==> src/rtl/gb_cpu_common_pkg.sv <==
// Shared GameBoy CPU types: register file names, ALU/IDU opcodes, the per-M-cycle
// control word handed from decoder to scheduler, and scheduler state/constants.
package gb_cpu_common_pkg;

    typedef enum logic [2:0] {
        REG_B, REG_C, REG_D, REG_E, REG_H, REG_L, REG_A, REG_F
    } reg8_t;

    typedef enum logic [2:0] {
        REG_BC, REG_DE, REG_HL, REG_SP, REG_PC, REG_WZ
    } reg16_t;

    typedef enum logic [3:0] {
        ALU_NOP, ALU_ADD, ALU_ADC, ALU_SUB, ALU_SBC, ALU_AND,
        ALU_XOR, ALU_OR,  ALU_CP,  ALU_INC, ALU_DEC
    } alu_opcode_t;

    typedef enum logic [1:0] {
        IDU_NOP, IDU_INC, IDU_DEC
    } idu_opcode_t;

    typedef enum logic [1:0] {
        ADDR_BUS_REG16, ADDR_BUS_HIGH_C, ADDR_BUS_HIGH_Z, ADDR_BUS_WZ
    } addr_bus_source_t;

    typedef struct packed {
        alu_opcode_t      alu_opcode;
        logic             alu_wren;
        reg8_t            alu_dst;
        idu_opcode_t      idu_opcode;
        logic             idu_wren;
        reg16_t           idu_reg;
        addr_bus_source_t addr_bus_source;
        reg16_t           addr_reg16;
        logic             bus_read;
        logic             bus_write;
        logic             cc_check;
        logic             enable_interrupts;
        logic             disable_interrupts;
    } control_signals_t;

    // Idle control word: nothing written, address bus parked on PC.
    localparam control_signals_t CTRL_NOP = '{
        alu_opcode:         ALU_NOP,
        alu_wren:           1'b0,
        alu_dst:            REG_B,
        idu_opcode:         IDU_NOP,
        idu_wren:           1'b0,
        idu_reg:            REG_BC,
        addr_bus_source:    ADDR_BUS_REG16,
        addr_reg16:         REG_PC,
        bus_read:           1'b0,
        bus_write:          1'b0,
        cc_check:           1'b0,
        enable_interrupts:  1'b0,
        disable_interrupts: 1'b0
    };

    typedef enum logic {
        SCHED_IDLE,
        SCHED_RUN
    } sched_state_t;

    localparam int SCHED_DEPTH = 6;

endpackage

==> src/rtl/gb_cpu_ime_ctrl.sv <==
// Interrupt master enable flag. With GB_SCHED_EI_DELAY_EN defined, EI arms a pending
// flag that sets IME at the final commit of the following instruction.
module gb_cpu_ime_ctrl (
    input  logic clk,
    input  logic rst_n,
    input  logic i_commit,
    input  logic i_ei,
    input  logic i_di,
    input  logic i_final,
    output logic o_ime
);

    logic r_ime;

`ifdef GB_SCHED_EI_DELAY_EN
    logic r_ei_pending;
    logic r_ei_armed;

    // Armed means the EI's own instruction has ended; the next final commit applies it.
    always_ff @(posedge clk or negedge rst_n) begin
        if (!rst_n) begin
            r_ime        <= 1'b0;
            r_ei_pending <= 1'b0;
            r_ei_armed   <= 1'b0;
        end else if (i_commit) begin
            if (i_di) begin
                r_ime        <= 1'b0;
                r_ei_pending <= 1'b0;
                r_ei_armed   <= 1'b0;
            end else if (i_ei) begin
                r_ei_pending <= 1'b1;
                r_ei_armed   <= i_final;
            end else if (i_final && r_ei_pending) begin
                if (r_ei_armed) begin
                    r_ime        <= 1'b1;
                    r_ei_pending <= 1'b0;
                    r_ei_armed   <= 1'b0;
                end else begin
                    r_ei_armed   <= 1'b1;
                end
            end
        end
    end
`else
    logic w_unused_final;
    assign w_unused_final = i_final;

    always_ff @(posedge clk or negedge rst_n) begin
        if (!rst_n) begin
            r_ime <= 1'b0;
        end else if (i_commit) begin
            if (i_di) begin
                r_ime <= 1'b0;
            end else if (i_ei) begin
                r_ime <= 1'b1;
            end
        end
    end
`endif

    assign o_ime = r_ime;

endmodule

==> src/rtl/gb_cpu_mcycle_scheduler.sv <==
// Per-instruction M-cycle sequencer: steps decoder-supplied control words through T-cycles,
// truncates on failed condition checks and owns IME (EI delay under GB_SCHED_EI_DELAY_EN).
module gb_cpu_mcycle_scheduler
    import gb_cpu_common_pkg::*;
#(
    parameter int DEPTH = SCHED_DEPTH,
    parameter int TICKS = 4
) (
    input  logic                         clk,
    input  logic                         rst_n,
    input  logic                         load_i,
    input  logic [2:0]                   load_len_i,
    input  control_signals_t [DEPTH-1:0] load_sched_i,
    input  logic                         stall_i,
    input  logic                         cc_met_i,
    output control_signals_t             ctrl_o,
    output logic [1:0]                   tcycle_o,
    output logic [2:0]                   slot_o,
    output logic                         mcycle_end_o,
    output logic                         final_o,
    output logic                         busy_o,
    output logic                         ime_o
);

    localparam logic [1:0] LAST_TICK = 2'(TICKS - 1);
    localparam logic [2:0] DEPTH_LEN = 3'(DEPTH);

    sched_state_t                 r_state;
    control_signals_t [DEPTH-1:0] r_sched;
    logic [2:0]                   r_len;
    logic [2:0]                   r_slot;
    logic [1:0]                   r_tcycle;

    logic             w_running;
    control_signals_t w_cur;
    logic             w_cc_fail;
    logic             w_last_slot;
    logic             w_final;
    logic             w_mcycle_end;
    logic [2:0]       w_len_clamped;
    logic             w_accept;

    assign w_running     = (r_state == SCHED_RUN);
    assign w_cur         = r_sched[r_slot];
    assign w_cc_fail     = w_cur.cc_check & ~cc_met_i;
    assign w_last_slot   = (r_slot == r_len - 3'd1);
    assign w_final       = w_running & (w_last_slot | w_cc_fail);
    assign w_mcycle_end  = w_running & (r_tcycle == LAST_TICK) & ~stall_i;
    assign w_len_clamped = (load_len_i > DEPTH_LEN) ? DEPTH_LEN : load_len_i;
    // A new schedule may overlap only the commit edge of the current final slot.
    assign w_accept      = load_i & (load_len_i != 3'd0) & (~w_running | (w_final & w_mcycle_end));

    always_ff @(posedge clk or negedge rst_n) begin
        if (!rst_n) begin
            r_state  <= SCHED_IDLE;
            r_sched  <= {DEPTH{CTRL_NOP}};
            r_len    <= 3'd0;
            r_slot   <= 3'd0;
            r_tcycle <= 2'd0;
        end else if (w_accept) begin
            r_state  <= SCHED_RUN;
            r_sched  <= load_sched_i;
            r_len    <= w_len_clamped;
            r_slot   <= 3'd0;
            r_tcycle <= 2'd0;
        end else if (w_running && !stall_i) begin
            if (r_tcycle == LAST_TICK) begin
                r_tcycle <= 2'd0;
                if (w_final) begin
                    r_state <= SCHED_IDLE;
                    r_slot  <= 3'd0;
                end else begin
                    r_slot  <= r_slot + 3'd1;
                end
            end else begin
                r_tcycle <= r_tcycle + 2'd1;
            end
        end
    end

    gb_cpu_ime_ctrl u_ime_ctrl (
        .clk      (clk),
        .rst_n    (rst_n),
        .i_commit (w_mcycle_end),
        .i_ei     (w_cur.enable_interrupts),
        .i_di     (w_cur.disable_interrupts),
        .i_final  (w_final),
        .o_ime    (ime_o)
    );

    assign ctrl_o       = w_running ? w_cur : CTRL_NOP;
    assign tcycle_o     = r_tcycle;
    assign slot_o       = r_slot;
    assign mcycle_end_o = w_mcycle_end;
    assign final_o      = w_final;
    assign busy_o       = w_running;

endmodule

==> config.mk <==
export PLATFORM = sky130hd
export DESIGN_NAME = gb_cpu_mcycle_scheduler
export DESIGN_NICKNAME = d
export VERILOG_FILES = /design/src/rtl/gb_cpu_common_pkg.sv /design/src/rtl/gb_cpu_ime_ctrl.sv /design/src/rtl/gb_cpu_mcycle_scheduler.sv
export SDC_FILE = /design/constraint.sdc
export NUM_CORES = 1
export LEC_CHECK = 0
export CAP_MARGIN = 40
export CORE_MARGIN = 2
export CORE_UTILIZATION = 40
export CTS_BUF_LIST = sky130_fd_sc_hd__clkbuf_16
export CTS_CLUSTER_SIZE = 12
export DETAILED_ROUTE_END_ITERATION = 12
export PLACE_DENSITY = 0.66
export SKIP_LAST_GASP = 1
export SYNTH_ARGS = -nofsm -noshare
export SYNTH_HDL_FRONTEND = slang
export SYNTH_SLANG_ARGS = --single-unit
==> constraint.sdc <==
create_clock -name clk -period 2.7 [get_ports clk]
set_input_delay 0.405 -clock clk [delete_from_list [all_inputs] [get_ports clk]]
set_output_delay 0.405 -clock clk [all_outputs]
set_load 0.02 [all_outputs]
After elaboration in Yosys (flattened, before gate mapping)
Cells that the tools add are included.
- bitwise gates (word level): 12
- eq/ne operators: 2
- reductions and logical operators: 10
- $lt $le $gt $ge: 2
- mux-type cells: 17
- $add $sub $neg: 3
- operators by type and width (kind ; count):
    $bmux 24 s3 ; 1
    $mux 24 ; 2
    $mux 3 ; 5
    $reduce_bool 2->1 ; 4
    $and 1x1->1 ; 7
    $mux 1 ; 6
    $mux 2 ; 3
    $lt 3x4->1 const B ; 1
    $reduce_and 2->1 ; 2
    $add 3x1->3 const B ; 1
    $eq 3x3->1 ; 1
    $gt 3x3->1 const B ; 1
    $not 1->1 ; 3
    $reduce_and 3->1 ; 1
    $reduce_bool 3->1 ; 1
    $sub 3x1->3 const B ; 1
    $add 2x1->2 const B ; 1
    $eq 2x2->1 const B ; 1
    $or 1x1->1 ; 2
    $logic_and 1x1->1 ; 1
    $logic_not 1->1 ; 1
- register bits after elaboration: 154
- input port bits: 152
- output and inout bits: 33
- logic and storage cells: 129

Logic depth before layout (Yosys ltp)
- word-level depth: 10
- mapped depth: 9
- gate-level depth less buffers: 8

Modules after synthesis
From an unflattened synthesis, not the netlist that was laid out.
- cells, all modules: 505
- area, all modules: 7876.3 sq um
- modules (own cells, without submodules) (module ; area an instance (sq um) ; cells an instance ; instances):
    gb_cpu_mcycle_scheduler ; 7841.3 ; 502 ; 1
    gb_cpu_ime_ctrl ; 35.0 ; 3 ; 1

Worst setup path before layout
OpenSTA, ideal clock, no wires.
- path kind: reg2reg
- from: register r_slot[0] (netlist: slot_o[0])
- to: register r_len[2]
- stages on the path, launching flop included: 9
- setup slack: 0.302 ns
- arrival: 2.272 ns
- buffers on the path: 3
- cell sequence: dfrtp_1 -> buf_2 -> or4b_1 -> o2bb2ai_1 -> nor3_2 -> a21oi_4 -> buf_6 -> buf_8 -> mux2_4
- cells in the longest elaborated chain, start to end: 8
- elaborated cells between the ends (all ways): 9
- classes of those cells: 1 x eq/ne; 2 x mux; 6 x bitwise
- RTL lines (what ; RTL line ; RTL):
    start: declaration ; gb_cpu_mcycle_scheduler.sv:31 ; logic [2:0] r_slot;
    start signal: assignment ; gb_cpu_mcycle_scheduler.sv:73 ; r_slot <= r_slot + 3'd1;
    $bmux 24 s3 ; gb_cpu_mcycle_scheduler.sv:44 ; assign w_cur = r_sched[r_slot];
    $mux 24 (not written as such) ; gb_cpu_mcycle_scheduler.sv:44 ;
    $and 1x1->1 ; gb_cpu_mcycle_scheduler.sv:45 ; assign w_cc_fail = w_cur.cc_check & ~cc_met_i;
    $or 1x1->1 * ; gb_cpu_mcycle_scheduler.sv:47 ; assign w_final = w_running & (w_last_slot | w_cc_fail);
    $and 1x1->1 * ; gb_cpu_mcycle_scheduler.sv:47 ;
    $and 1x1->1 * ; gb_cpu_mcycle_scheduler.sv:51 ; assign w_accept = load_i & (load_len_i != 3'd0) & (~w_running | (w_final & w_mcycle_end));
    $or 1x1->1 * ; gb_cpu_mcycle_scheduler.sv:51 ;
    $and 1x1->1 * ; gb_cpu_mcycle_scheduler.sv:51 ;
    end signal: assignment ; gb_cpu_mcycle_scheduler.sv:63 ; r_len <= w_len_clamped;
    end: declaration ; gb_cpu_mcycle_scheduler.sv:30 ; logic [2:0] r_len;
Every way passes the cells marked *; elsewhere a longest branch is shown, timed or not. The select of a mux whose other input is x is not followed.
A chain may end at the register's enable or synchronous reset.

==> key figures <==
STA
  • Hold Vio Cnt, Final: 10
  • Setup total negative slack: -47.0 ps
  • Clock skew: 8.11 ps
  • Slew Limit Fails: 0
  • Tightest hold margin: -26.8 ps
  • Max_slew headroom: between 50 and 60%
  • Fmax: between 0.3 and 0.4 GHz
  • Min Tclk post-route: 2720 ps
  • RSZ-0062 raised after global routing: yes
  • Period utilization: 101%
  • Final worst slack: -23.7 ps
  • Final setup fails: 3
  • Slew @ Worst Pin: 674 ps

Routing
  • Vias per inst: approximately 4.9
  • WL final: 19.3 mm
  • DRC viols: 0
  • 1st-pass router iterations: 4
  • Routed wire per std cell: approximately 19 µm
  • 1st-iter DRT viols: ~190
  • Via Count: ~5,000
  • DRT antenna net count: 0

Layout
  • Most frequent cells in the layout: clkdlybuf4s50_1 (158), dfrtp_1 (145), mux2_4 (129)
  • Commonest non-fill, non-tap cell in the layout: clkdlybuf4s50_1
  • # diodes: 0
  • Share of layout cells above drive strength 1: 39.9%
  • Synth-to-layout area growth: 38.3%
  • Fin util: between 50% and 60%
  • Filler cell count: approximately 1,600
  • Post-Layout Cell Count: 1,002
  • Reg area: a little under 0.004 mm²
  • Final #Nets: 879
  • Multi-input gate area: around 0.0036 mm²

Flow run
  • Max_cap viols: 0

GRT
  • First-pass GRT wire length: around 30 mm
  • Met1 global-route usage: 25.7%
  • GRT overflow: 0
  • Tot GR Track Use: around a fifth
  • Met2 usage: between 30% and 40%
  • Largest net degree at the start of global routing: a little over 70
  • Initial antenna violation count: 0
  • Top Usage Layer GRT: met2
  • M3 GR Usage: slightly below 4%
  • Vias in the first global route: 5,437

Critical path
  • Arrival @ worst endpoint: 2320 ps
  • CP endpoint kind: output port
  • CP Max Fanout: 6
  • FF-to-FF path depth: 9
  • Crit path launch type: flop
  • Worst path required time: 2300 ps
  • Critical path startpoint: slot_o[0]
  • Reg2Reg Setup Slack: about 30 ps
  • RR Startpoint: slot_o[0]
  • Worst setup path class: flop to output port

Synth
  • Sequential area share after synthesis: between 40% and 50%
  • Post-synth top area share: approximately 48%
  • Biggest area consumer among synthesized cells: dfrtp_1
  • Async SR Flop Fraction: between 90% and 100%
  • Register bit total from synthesis: approximately 150
  • Gate Count Post-Synth: between 500 and 600
  • Number of flops mapped to enable cells by yosys: 0
  • Most area-consuming cells after synthesis: dfrtp_1 (48%), mux2_4 (25%), mux4_2 (6.6%), mux2i_1 (3.5%), mux2_2 (2.6%)
  • Synthesized area per cell: 15.5 µm²
  • Syn Std Cell Area: 0.00779 mm²
  • Synth Flop Type: dfrtp_1
  • Synth warnings: 0
  • Count of cell types in the netlist: between 40 and 50
  • Mapped Nets: around 660

Clocking
  • CTS root buffer: clkbuf_16
  • Clock buffer depth: 2
  • CTS Buf Count: 17
  • CTS sink cnt: between 150 and 200
  • Insertion delay to the later sink of the worst-skew pair: 420 ps
  • Clock transition at path regs: around 60 ps
  • CTS tree: yes
  • # H-tree levels: 4

Placed design
  • Dpl cells: around 960
  • Placer's final routability congestion estimate: roughly 0.86
  • Estimated wirelength of the detail-placed design: about 14 mm
  • Input/output buffers: approximately 180

Floorplan
  • Initial core utilization: between 40% and 50%
  • Ports: roughly 190
  • Core Area: roughly 0.019 mm²
  • Die Height: between 100 and 150 µm
  • Num rows: 51
  • Die width: roughly 140 µm
  • Area of the die: a little over 0.02 mm²

Run status
  • Status: complete, but fails checks
  • Violated checks: hold timing, setup timing

Power
  • VDD IR-drop max: ~0.00042 V
  • Power Density: around 1100 mW/mm²
  • P_leak: 4.72 nW

Hold path
  • Hold Path Class: input pin to async pin
## kinds of logic after synthesis
family          after synthesis  share of synthesized area [%]
fa+ha+maj                     3                          0.482
flops                       154                           49.6
buf+inv                      61                           4.99
compound gates               38                           3.26
mux                         197                           37.6
simple gates                 46                           3.61
xor+xnor                      3                          0.514
## layout make-up
| type | count | area share (%) |
|---|---|---|
| Inverter | 27 | 0.941 |
| Timing Repair Buffer | 237 | 21.7 |
| Clock inverter | 15 | 1.38 |
| Sequential cell | 154 | 35.9 |
| Clock buffer | 17 | 3.95 |
| Multi-Input combinational cell | 287 | 33.1 |
| Tap cell | 265 | 3.08 |
## what timing repair did
item | CTS | global route
pin swaps | 1 | 1
setup buffers | 6 | 9
hold buffers | 0 | 0
resized for setup | 55 | 36
setup endpoints to repair | 25 | 19
## cells in the mapped netlist (2+ instances only)
library cell    n
and2_1         22
nor2_1          2
dfrtp_1       148
mux4_2         23
nand3_1         2
xor2_1          2
buf_1           4
o21ai_0         3
nand2_1         7
inv_1          27
clkbuf_1        9
o22ai_1        23
mux2i_1        27
nor3b_1         2
buf_6           5
a21oi_1         5
mux2_2         18
buf_2           5
buf_8          10
dfstp_2         6
nand2b_1        2
ha_1            3
mux2_4        129
## final timing paths
check                                to
setup / recovery             ctrl_o[23]
hold / removal              r_sched[93]
setup reg to reg           r_sched[137]
hold reg to reg            r_sched[106]
max in group asynchronous   r_sched[64]
min in group clk           r_sched[106]
## sequential cells by signal (all words and copies together), names as in the netlist
name,cells
u_ime_ctrl.o_ime,1
r_sched,144
busy_o,1
tcycle_o,2
r_len,3
slot_o,3
## metal layers
layer  wire length, µm  share of wire (%)  vias up
met5                 0                  0        -
met4               353                1.8        0
met3               831                4.3       20
met2              9630                 50      132
met1              8440                 44     2532
li1                  -                  -     2252
## where the power goes
part | switching, mW | leakage (nW) | internal, mW
clock network | 0.985 | 0.279 | 1.36
logic | 2.30 | 2.56 | 3.38
registers | 0.645 | 1.89 | 3.43
## per-stage QoR
stage | hold WS [ps] | area [µm²] | power (mW) | worst slack [ps]
after global placement | 453 | 10100 | 9.64 | 42.8
after floorplan | 109 | 7790 | 7.76 | 302
final | -26.8 | 10800 | 12.1 | -23.7
after global routing | 8.41 | 10800 | 12.8 | -106
after detailed placement | 455 | 10100 | 9.82 | 22.0
after CTS | 5.25 | 10800 | 12.1 | -177
## critical path: stages, from the launching register on
cell	delay (ps)
dfrtp_4	520
buf_4	160
buf_12	130
buf_4	140
mux4_2	420
inv_1	110
o22ai_1	80
and2_1	170
buf_2	160
Power figures use the tool's default switching activity.
